[src/rtl/seq_alu.sv]
// Sequential integer ALU: single-cycle base ops, iterative shift-add multiply
// and restoring divide, valid/ready handshake with one transaction in flight.
module seq_alu #(
    parameter int WIDTH = 32,
    parameter int SHW   = $clog2(WIDTH)
) (
    input  logic             clk,
    input  logic             rst,
    input  logic             in_valid,
    output logic             in_ready,
    input  logic [4:0]       op,
    input  logic [WIDTH-1:0] a,
    input  logic [WIDTH-1:0] b,
    output logic             out_valid,
    input  logic             out_ready,
    output logic [WIDTH-1:0] o
);
    typedef enum logic [1:0] {IDLE, MUL, DIV, DONE} state_t;

    localparam int               CW      = $clog2(WIDTH);
    localparam logic [CW-1:0]    LAST    = CW'(WIDTH - 1);
    localparam logic [WIDTH-1:0] MIN_NEG = {1'b1, {(WIDTH-1){1'b0}}};

    state_t               state_q, state_d;
    logic [4:0]           op_q, op_d;
    logic                 sa_q, sa_d, sb_q, sb_d;
    logic [WIDTH-1:0]     b_q, b_d, o_q, o_d;
    logic [2*WIDTH-1:0]   p_q, p_d;
    logic [CW-1:0]        cnt_q, cnt_d;

    // Request decode, valid only while a request is being accepted.
    logic             is_mul, is_div, div_signed, a_signed, b_signed;
    logic             s_a, s_b, b_zero, div_ovf;
    logic [WIDTH-1:0] a_mag, b_mag, spec_res, base_res;
    logic [SHW-1:0]   shamt;

    assign is_mul     = (op[4:2] == 3'b100);
    assign is_div     = (op[4:2] == 3'b101);
    assign div_signed = ~op[0];
    assign a_signed   = is_div ? div_signed : (op[1:0] != 2'b11);
    assign b_signed   = is_div ? div_signed : (op[1:0] == 2'b01);
    assign s_a        = a_signed & a[WIDTH-1];
    assign s_b        = b_signed & b[WIDTH-1];
    assign a_mag      = s_a ? -a : a;
    assign b_mag      = s_b ? -b : b;
    assign b_zero     = (b == '0);
    assign div_ovf    = div_signed && (a == MIN_NEG) && (b == '1);
    assign spec_res   = b_zero ? (op[1] ? a : '1) : (op[1] ? '0 : a);
    assign shamt      = b[SHW-1:0];

    // NOTE: every always_comb output gets a default first so no path can infer a latch.
    always_comb begin
        base_res = '0;
        if (!op[4]) begin
            casez (op[3:0])
                4'b0010: base_res = a + b;
                4'b0011: base_res = a - b;
                4'b0100: base_res = {{(WIDTH-1){1'b0}}, ($signed(a) < $signed(b))};
                4'b0101: base_res = {{(WIDTH-1){1'b0}}, (a < b)};
                4'b011?: base_res = a ^ b;
                4'b100?: base_res = a << shamt;
                4'b1010: base_res = a >> shamt;
                4'b1011: base_res = $signed(a) >>> shamt;
                4'b110?: base_res = a | b;
                4'b111?: base_res = a & b;
                default: base_res = '0;
            endcase
        end
    end

    // One iteration step: p holds {acc, multiplier} or {remainder, quotient}.
    logic [WIDTH:0]       mul_sum, div_shift;
    logic [WIDTH+1:0]     div_diff;
    logic [2*WIDTH-1:0]   p_step, prod;
    logic [WIDTH-1:0]     quo, rem, fin_res;

    always_comb begin
        mul_sum   = {1'b0, p_q[2*WIDTH-1:WIDTH]} + (p_q[0] ? {1'b0, b_q} : {(WIDTH+1){1'b0}});
        div_shift = p_q[2*WIDTH-1:WIDTH-1];
        div_diff  = {1'b0, div_shift} - {2'b00, b_q};
        if (state_q == MUL)
            p_step = {mul_sum, p_q[WIDTH-1:1]};
        else if (!div_diff[WIDTH+1])
            p_step = {div_diff[WIDTH-1:0], p_q[WIDTH-2:0], 1'b1};
        else
            p_step = {div_shift[WIDTH-1:0], p_q[WIDTH-2:0], 1'b0};
        prod = (sa_q ^ sb_q) ? -p_step : p_step;
        quo  = (sa_q ^ sb_q) ? -p_step[WIDTH-1:0] : p_step[WIDTH-1:0];
        rem  = sa_q ? -p_step[2*WIDTH-1:WIDTH] : p_step[2*WIDTH-1:WIDTH];
        if (op_q[4:2] == 3'b100)
            fin_res = (op_q[1:0] == 2'b00) ? prod[WIDTH-1:0] : prod[2*WIDTH-1:WIDTH];
        else
            fin_res = op_q[1] ? rem : quo;
    end

    always_comb begin
        state_d = state_q;
        op_d    = op_q;
        sa_d    = sa_q;
        sb_d    = sb_q;
        b_d     = b_q;
        p_d     = p_q;
        cnt_d   = cnt_q;
        o_d     = o_q;
        case (state_q)
            IDLE: begin
                if (in_valid) begin
                    op_d  = op;
                    sa_d  = s_a;
                    sb_d  = s_b;
                    b_d   = b_mag;
                    p_d   = {{WIDTH{1'b0}}, a_mag};
                    cnt_d = '0;
                    if (is_mul) begin
                        state_d = MUL;
                    end else if (is_div && !b_zero && !div_ovf) begin
                        state_d = DIV;
                    end else begin
                        state_d = DONE;
                        o_d     = is_div ? spec_res : base_res;
                    end
                end
            end
            MUL, DIV: begin
                p_d   = p_step;
                cnt_d = cnt_q + 1'b1;
                if (cnt_q == LAST) begin
                    o_d     = fin_res;
                    state_d = DONE;
                end
            end
            DONE: begin
                if (out_ready) state_d = IDLE;
            end
            default: state_d = IDLE;
        endcase
    end

    // NOTE: sequential state uses non-blocking assignments only, so every flop samples pre-edge values.
    always_ff @(posedge clk or posedge rst) begin
        if (rst) begin
            state_q <= IDLE;
            op_q    <= '0;
            sa_q    <= 1'b0;
            sb_q    <= 1'b0;
            b_q     <= '0;
            p_q     <= '0;
            cnt_q   <= '0;
            o_q     <= '0;
        end else begin
            state_q <= state_d;
            op_q    <= op_d;
            sa_q    <= sa_d;
            sb_q    <= sb_d;
            b_q     <= b_d;
            p_q     <= p_d;
            cnt_q   <= cnt_d;
            o_q     <= o_d;
        end
    end

    always_comb begin
        in_ready  = (state_q == IDLE);
        out_valid = (state_q == DONE);
        o         = o_q;
    end
endmodule
[config.mk]
export PLATFORM = sky130hd
export DESIGN_NAME = seq_alu
export DESIGN_NICKNAME = d
export VERILOG_FILES = /design/src/rtl/seq_alu.sv
export SDC_FILE = /design/constraint.sdc
export NUM_CORES = 1
export LEC_CHECK = 0
export BUFFER_PORTS_ARGS = -buffer_cell sky130_fd_sc_hd__buf_2
export CAP_MARGIN = 10
export CORE_MARGIN = 2
export CORE_UTILIZATION = 40
export DETAILED_ROUTE_END_ITERATION = 12
export MAX_ROUTING_LAYER = met4
export PLACE_DENSITY_LB_ADDON = 0.08
export SETUP_SLACK_MARGIN = 0.05
export SLEW_MARGIN = 10
export SYNTH_ARGS = -nofsm -noshare
export SYNTH_HDL_FRONTEND = slang
export SYNTH_SLANG_ARGS = --single-unit
[constraint.sdc]
create_clock -name clk -period 6.1 [get_ports clk]
set_clock_uncertainty 0.15 [all_clocks]
set_input_delay 1.22 -clock clk [delete_from_list [all_inputs] [get_ports clk]]
set_output_delay 1.22 -clock clk [all_outputs]
set_load 0.05 [all_outputs]
==> results of run 1 <==
cells in the mapped netlist (57+ instances only):
cell type / count / area [sq um]
sky130_fd_sc_hd__a21oi_1: 306 / 1531
sky130_fd_sc_hd__clkbuf_1: 180 / 675.7
sky130_fd_sc_hd__dfrtp_1: 142 / 3553
sky130_fd_sc_hd__ha_1: 171 / 2140
sky130_fd_sc_hd__inv_1: 147 / 551.8
sky130_fd_sc_hd__mux2i_1: 106 / 1061
sky130_fd_sc_hd__nand2_1: 342 / 1284
sky130_fd_sc_hd__nand3_1: 64 / 320.3
sky130_fd_sc_hd__nor2_1: 321 / 1205
sky130_fd_sc_hd__nor3_1: 77 / 385.4
sky130_fd_sc_hd__o21ai_0: 402 / 2012
sky130_fd_sc_hd__xnor2_1: 135 / 1182
sky130_fd_sc_hd__xor2_1: 57 / 499.2
final timing paths:
kind / endpoint / slack [ps]
setup / recovery: o[31] / -30
setup reg to reg: o[31] / 30
hold reg to reg: o[4] / 350
max in group asynchronous: o[3] / 4270
hold / removal: o[4] / 350
min in group asynchronous: b_q[13] / 750
cell type report:
type | instances | area, sq um
Inverter | 152 | 575.6
Multi-Input combinational cell | 2853 | 18770
Tap cell | 773 | 967.2
Antenna cell | 2 | 5.005
Clock buffer | 17 | 425.4
Clock inverter | 15 | 162.7
Sequential cell | 142 | 3553
Timing Repair Buffer | 259 | 1719
Fill cell | 6083 | 32730
state kept, by name, summed over array words and instances, names as in the netlist:
signal,flops
p_q,64
sb_q,1
op_q,5
state_q,2
b_q,32
o,32
sa_q,1
cnt_q,5
metrics by stage:
step           util (%)  setup slack (ps)
2_1_floorplan         -             590.2
3_3_place_gp      43.37            -603.0
3_5_place_dp      43.37            -660.9
4_1_cts           44.38             248.5
5_1_grt           44.44            -76.10
6_report          44.44            -30.99
per-layer routing:
metal | part of all wire, % | global-route usage [%]
met1 | 39 | 50.21
met2 | 45 | 64.80
met3 | 7.8 | 5.601
met4 | 8.3 | 28.43
met5 | 0 | -
report_power, final:
| part | switching [mW] | internal [mW] |
|---|---|---|
| registers | 0.563 | 1.44 |
| logic | 9.38 | 4.57 |
| clock network | 0.557 | 0.550 |
| total | 10.5 | 6.55 |
kinds of logic after synthesis:
logic type	count (synthesis)
compound gates	1230
simple gates	1102
buf+inv	392
xor+xnor	192
fa+ha+maj	178
mux	151
flops	142
worst reg2reg max path, delay by kind of cell, from the launching register on:
family | cells | cell delay [ps]
multiplexers | 1 | 200
AND/OR/NAND/NOR | 5 | 1860
flip-flops | 1 | 670
AO/OA/AOI/OAI | 8 | 2690
adder cells (fa/ha/maj) | 1 | 360
==> results.toml, run 1 <==
[cts]
tritoncts = "yes"
worst_skew_pair.late_latency_ps = 480
clock_sink_count = 142
hold_buffers = 0
post_cts_resized = 1
cts_inserted_buffers = 17
clock-root-buffer = "sky130_fd_sc_hd__clkbuf_16"
cts.repair_timing.setup_buffer_count = 0
clk_pin_slew_ps = 70
htreeDepth = 4
max-clock-path-buffers = 2

[synth]
synth_nets = 3635
synthSimpleGateAreaFrac_pct = 22.10
ys_seq_area_share_pct = 14.96
synth_mux_area_share_pct = 7.262
synthesis.instances = 3387
async_flop_share_pct = 100.0
number_of_enable_flip_flop_cells_after_synthesis = 0
post_synth_num_cell_types = 105
syn_avg_cell_area_sq_um = 7.015
mappedNetlistArea_sq_mm = 0.02376
yosys.area_share.adder_pct = 9.468
complex_gate_fraction_of_the_synthesized_area_pct = 32.75
synth_top_family_by_area = "compound AO/OA/AOI/OAI gates"
synthesis.yosys.warnings = 0
synth_xor_xnor_area_share_pct = 7.077
postSynth.topFlopCell = "sky130_fd_sc_hd__dfrtp_1"
postSynthRegisterBits = 142

[worst_setup_path]
critical-path-slowest-cell = "sky130_fd_sc_hd__nor4_2"
critical_path.reg2reg.startpoint = "p_q[0]"
rr_worst_depth = 15
timing.critical_path.from_type = "input port"
crit_cells = 17
critical_path_required_ps = 6270
worstSetupEndpointType = "flip-flop"
cp_num_buf_inv = 4
cp_cell_sequence = "buf_2 > inv_1 > ha_1 > nor4_2 > o2111ai_1 > a31oi_1 > a2111oi_0 > buf_4 > o41ai_1 > nor2b_1 > nand3_1 > a221oi_1 > a221oi_1 > xor2_1 > a211oi_1 > buf_4 > a211oi_1"
crit_arrival_ps = 6300
worst-setup-path-type = "in2reg"
setup.worst_path.start = "a[9]"
max_stage_delay_ps = 760
critPathMaxFanout = 11
top_cell_family_by_delay_on_the_critical_path = "compound AO/OA/AOI/OAI gates"

[final_layout]
drive_gt1_share_pct = 12.10
area_growth_syn_to_layout_pct = 10.18
finish.net_count = 3673
fin_cells = 4213
final_design_area_no_fill_sq_mm = 0.02618
layout.cells.most_common = "sky130_fd_sc_hd__o21ai_0"
leading_cell_types_in_the_layout_fill_and_taps_excluded = "sky130_fd_sc_hd__o21ai_0, sky130_fd_sc_hd__nand2_1, sky130_fd_sc_hd__nor2_1"

[floorplan]
top_level_ports = 107
dieWidth_um = 247.7
floorplan.die_area_sq_mm = 0.06137
rows = 89
core_area_sq_mm = 0.05891
start_util_pct = 40.33
die_h_um = 247.7

[sta]
rsz0062_at_grt = "yes"
worst-slew-pin-transition_ps = 1340
timing.final.ws_setup_ps = -30.99
setup_viol = 2
slew_violations = 0
layout_worst_path_cycle_share_pct = 100.5
slew_headroom_pct = 9.702
setup-tns-final_ps = -59.15
max_clock_freq_mhz = 163.1
final_period_minus_worst_setup_slack_ps = 6131
final_hold_slack_ps = 345.1
hold_viol = 0

[grt]
grt_first_pass_wirelength_um = 182700
grt_max_degree = 143
grt.total_usage_pct = 41.70
grt-ovfl-total = 0
vias_in_the_first_global_route = 26060
number_of_antenna_violations_at_the_first_check_in_global_routing = 8

[min_path]
min-delay-path-class = "reg2reg"
min-delay-start = "o[4]"
hold_path_depth = 2

[drt]
drt-wirelength-per-cell_um = 30.01
vias_per_cell = 6.601
route.final.wire_length_um = 126400
drt_pass1_iterations = 7
number_of_antenna_violating_nets_in_the_routed_design = 0
vias_after_detailed_routing = 27810
drt_iter0_markers = 3328
post_detailed_route_drc_marker_count = 0

[status]
failing_checks = "negative setup slack"
status = "complete, but fails checks"

[power_and_ir_drop]
vdd.ir_drop.worst_uv = 599.4
cellPowerDensity_mw_per_mm2 = 651.4
cellLeakagePower_nw = 10.89
report.power.total_mw = 17.05

[placement]
place.gp.congestion = 1.128
post-place-cells = 4179
port-buffer-count = 106
placedInstanceArea_sq_mm = 0.02555
detailed_place_hpwl_um = 98840

[run]
cap_viol_max_count = 0
Power figures use the tool's default switching activity.
==> inputs of run 2 (changes only) <==
==> constraint.sdc (replaced) <==
create_clock -name clk -period 7.7 [get_ports clk]
set_clock_uncertainty 0.15 [all_clocks]
set_input_delay 1.54 -clock clk [delete_from_list [all_inputs] [get_ports clk]]
set_output_delay 1.54 -clock clk [all_outputs]
set_load 0.05 [all_outputs]
==> results.toml, run 2 (same netlist as run 1, synthesis figures left out) <==
[final_layout]
num-fill-cells = 6205
final_design_area_no_fill_sq_mm = 0.02551
register_with_the_most_flip_flops = "p_q"
post-route-util_pct = 43.31
area_growth_syn_to_layout_pct = 7.367
drive_gt1_share_pct = 9.812
fin_cells = 4132
layout.cells.most_common = "sky130_fd_sc_hd__o21ai_0"
finish.net_count = 3588
largest_register_ff_count = 64
leading_cell_types_in_the_layout_fill_and_taps_excluded = "sky130_fd_sc_hd__o21ai_0, sky130_fd_sc_hd__nand2_1, sky130_fd_sc_hd__nor2_1"

[cts]
clock_sink_count = 142
tritoncts = "yes"
cts_inserted_buffers = 17
max-clock-path-buffers = 2
clock-root-buffer = "sky130_fd_sc_hd__clkbuf_16"
worst_skew_pair.late_latency_ps = 470
clk_pin_slew_ps = 80
htreeDepth = 4
cts.repair_timing.setup_buffer_count = 0
post_cts_resized = 0
hold_buffers = 0

[min_path]
min-delay-start = "o[4]"
min-delay-path-class = "reg2reg"

[run]
cap_viol_max_count = 0

[worst_setup_path]
setup.worst_path.start = "b_q[20]"
critical_path_required_ps = 7950
critPathMaxFanout = 13
critical_path.reg2reg.startpoint = "b_q[20]"
worst-setup-path-type = "reg2reg"
crit_arrival_ps = 6720
timing.critical_path.from_type = "flip-flop"
worstSetupEndpointType = "flip-flop"

[sta]
layout_worst_path_cycle_share_pct = 84.01
rsz0062_at_grt = "no"
setup_viol = 0
setup-tns-final_ps = 0
worst-slew-pin-transition_ps = 1156
slew_headroom_pct = 22.13
final_period_minus_worst_setup_slack_ps = 6469
final_hold_slack_ps = 348.7
max_clock_freq_mhz = 154.6
slew_violations = 0
hold_viol = 0

[floorplan]
dieWidth_um = 247.7
top_level_ports = 107
die_h_um = 247.7
core_area_sq_mm = 0.05891
rows = 89
floorplan.die_area_sq_mm = 0.06137
start_util_pct = 40.33

[power_and_ir_drop]
vdd.ir_drop.worst_uv = 386.3
cellPowerDensity_mw_per_mm2 = 515.7
cellLeakagePower_nw = 10.46

[grt]
grt_first_pass_wirelength_um = 178800
grt-ovfl-total = 0
grt_max_degree = 97
vias_in_the_first_global_route = 25840
grt.total_usage_pct = 40.79
number_of_antenna_violations_at_the_first_check_in_global_routing = 6

[drt]
route.final.wire_length_um = 124400
vias_per_cell = 6.678
drt-wirelength-per-cell_um = 30.10
vias_after_detailed_routing = 27590
drt_pass1_iterations = 6
number_of_antenna_violating_nets_in_the_routed_design = 0
post_detailed_route_drc_marker_count = 0
drt_iter0_markers = 2915

[placement]
post-place-cells = 4094
port-buffer-count = 106
placedInstanceArea_sq_mm = 0.02489
place.gp.congestion = 1.076
detailed_place_hpwl_um = 96520

[status]
status = "finished clean"
-- run 2: cell types whose count changed in the layout (fill, tap and decap cells not counted), moves of 2 or more --
| cell | delta |
|---|---|
| sky130_fd_sc_hd__buf_4 | -83 |
| sky130_fd_sc_hd__diode_2 | +4 |
| sky130_fd_sc_hd__buf_12 | -3 |
| sky130_fd_sc_hd__a221oi_1 | +2 |
| sky130_fd_sc_hd__a221oi_2 | -2 |
| sky130_fd_sc_hd__inv_6 | -2 |
-- run 2: through the flow --
step	worst slack, ps	total power, mW
finish	1231	13.16
global route	934.5	13.89
CTS	1485	12.86
detailed placement	1016	11.93
global placement	248.9	11.88
floorplan	1870	8.415
-- run 2: per-layer routing --
layer  global-route usage (%)  up-vias  part of all wire, %
met5                        -        -                    0
met3                    5.331      337                  7.9
met4                    25.73        0                  7.4
met2                    63.78     1578                   45
li1                         -    12340                    -
met1                    49.68    13340                   40
-- run 2: area by class of cell --
type	count	area, sq um	area share, %
Clock buffer	17	425.4	1.668
Timing Repair Buffer	174	1041	4.081
Tap cell	773	967.2	3.791
Sequential cell	142	3553	13.93
Antenna cell	6	15.01	0.05886
Inverter	152	575.6	2.256
Multi-Input combinational cell	2853	18750	73.51
Clock inverter	15	181.4	0.7112
-- run 2: power breakdown --
group | switching, mW | internal [mW] | leakage (nW)
Combinational | 7.24 | 3.39 | 8.41
Sequential | 0.497 | 1.14 | 1.76
Clock | 0.441 | 0.442 | 0.297
-- run 2: critical path, stage by stage, from the launching register on --
cell,delay [ps]
sky130_fd_sc_hd__dfrtp_1,480
sky130_fd_sc_hd__inv_1,70
sky130_fd_sc_hd__ha_1,380
sky130_fd_sc_hd__a21oi_1,210
sky130_fd_sc_hd__o21ai_1,170
sky130_fd_sc_hd__a311oi_2,390
sky130_fd_sc_hd__a21boi_2,240
sky130_fd_sc_hd__nor3_4,240
sky130_fd_sc_hd__nand2_1,310
sky130_fd_sc_hd__o21ai_0,300
sky130_fd_sc_hd__ha_1,280
sky130_fd_sc_hd__o211ai_1,190
sky130_fd_sc_hd__nor4_1,610
sky130_fd_sc_hd__nand2_1,190
sky130_fd_sc_hd__nor3_1,400
sky130_fd_sc_hd__and3_1,630
sky130_fd_sc_hd__a21oi_1,210
sky130_fd_sc_hd__xnor2_1,170
sky130_fd_sc_hd__o221ai_1,530
sky130_fd_sc_hd__o211a_1,250
-- run 2: path summary, 6_finish.rpt --
check / cells past startpoint / to / slack [ps]
min in group asynchronous: 2 / b_q[21] / 1030
max: 19 / o[20] / 1230
max in group asynchronous: 3 / o[3] / 4830
max reg2reg: 19 / o[20] / 1230
min: 2 / o[4] / 350
min reg2reg: 2 / o[4] / 350
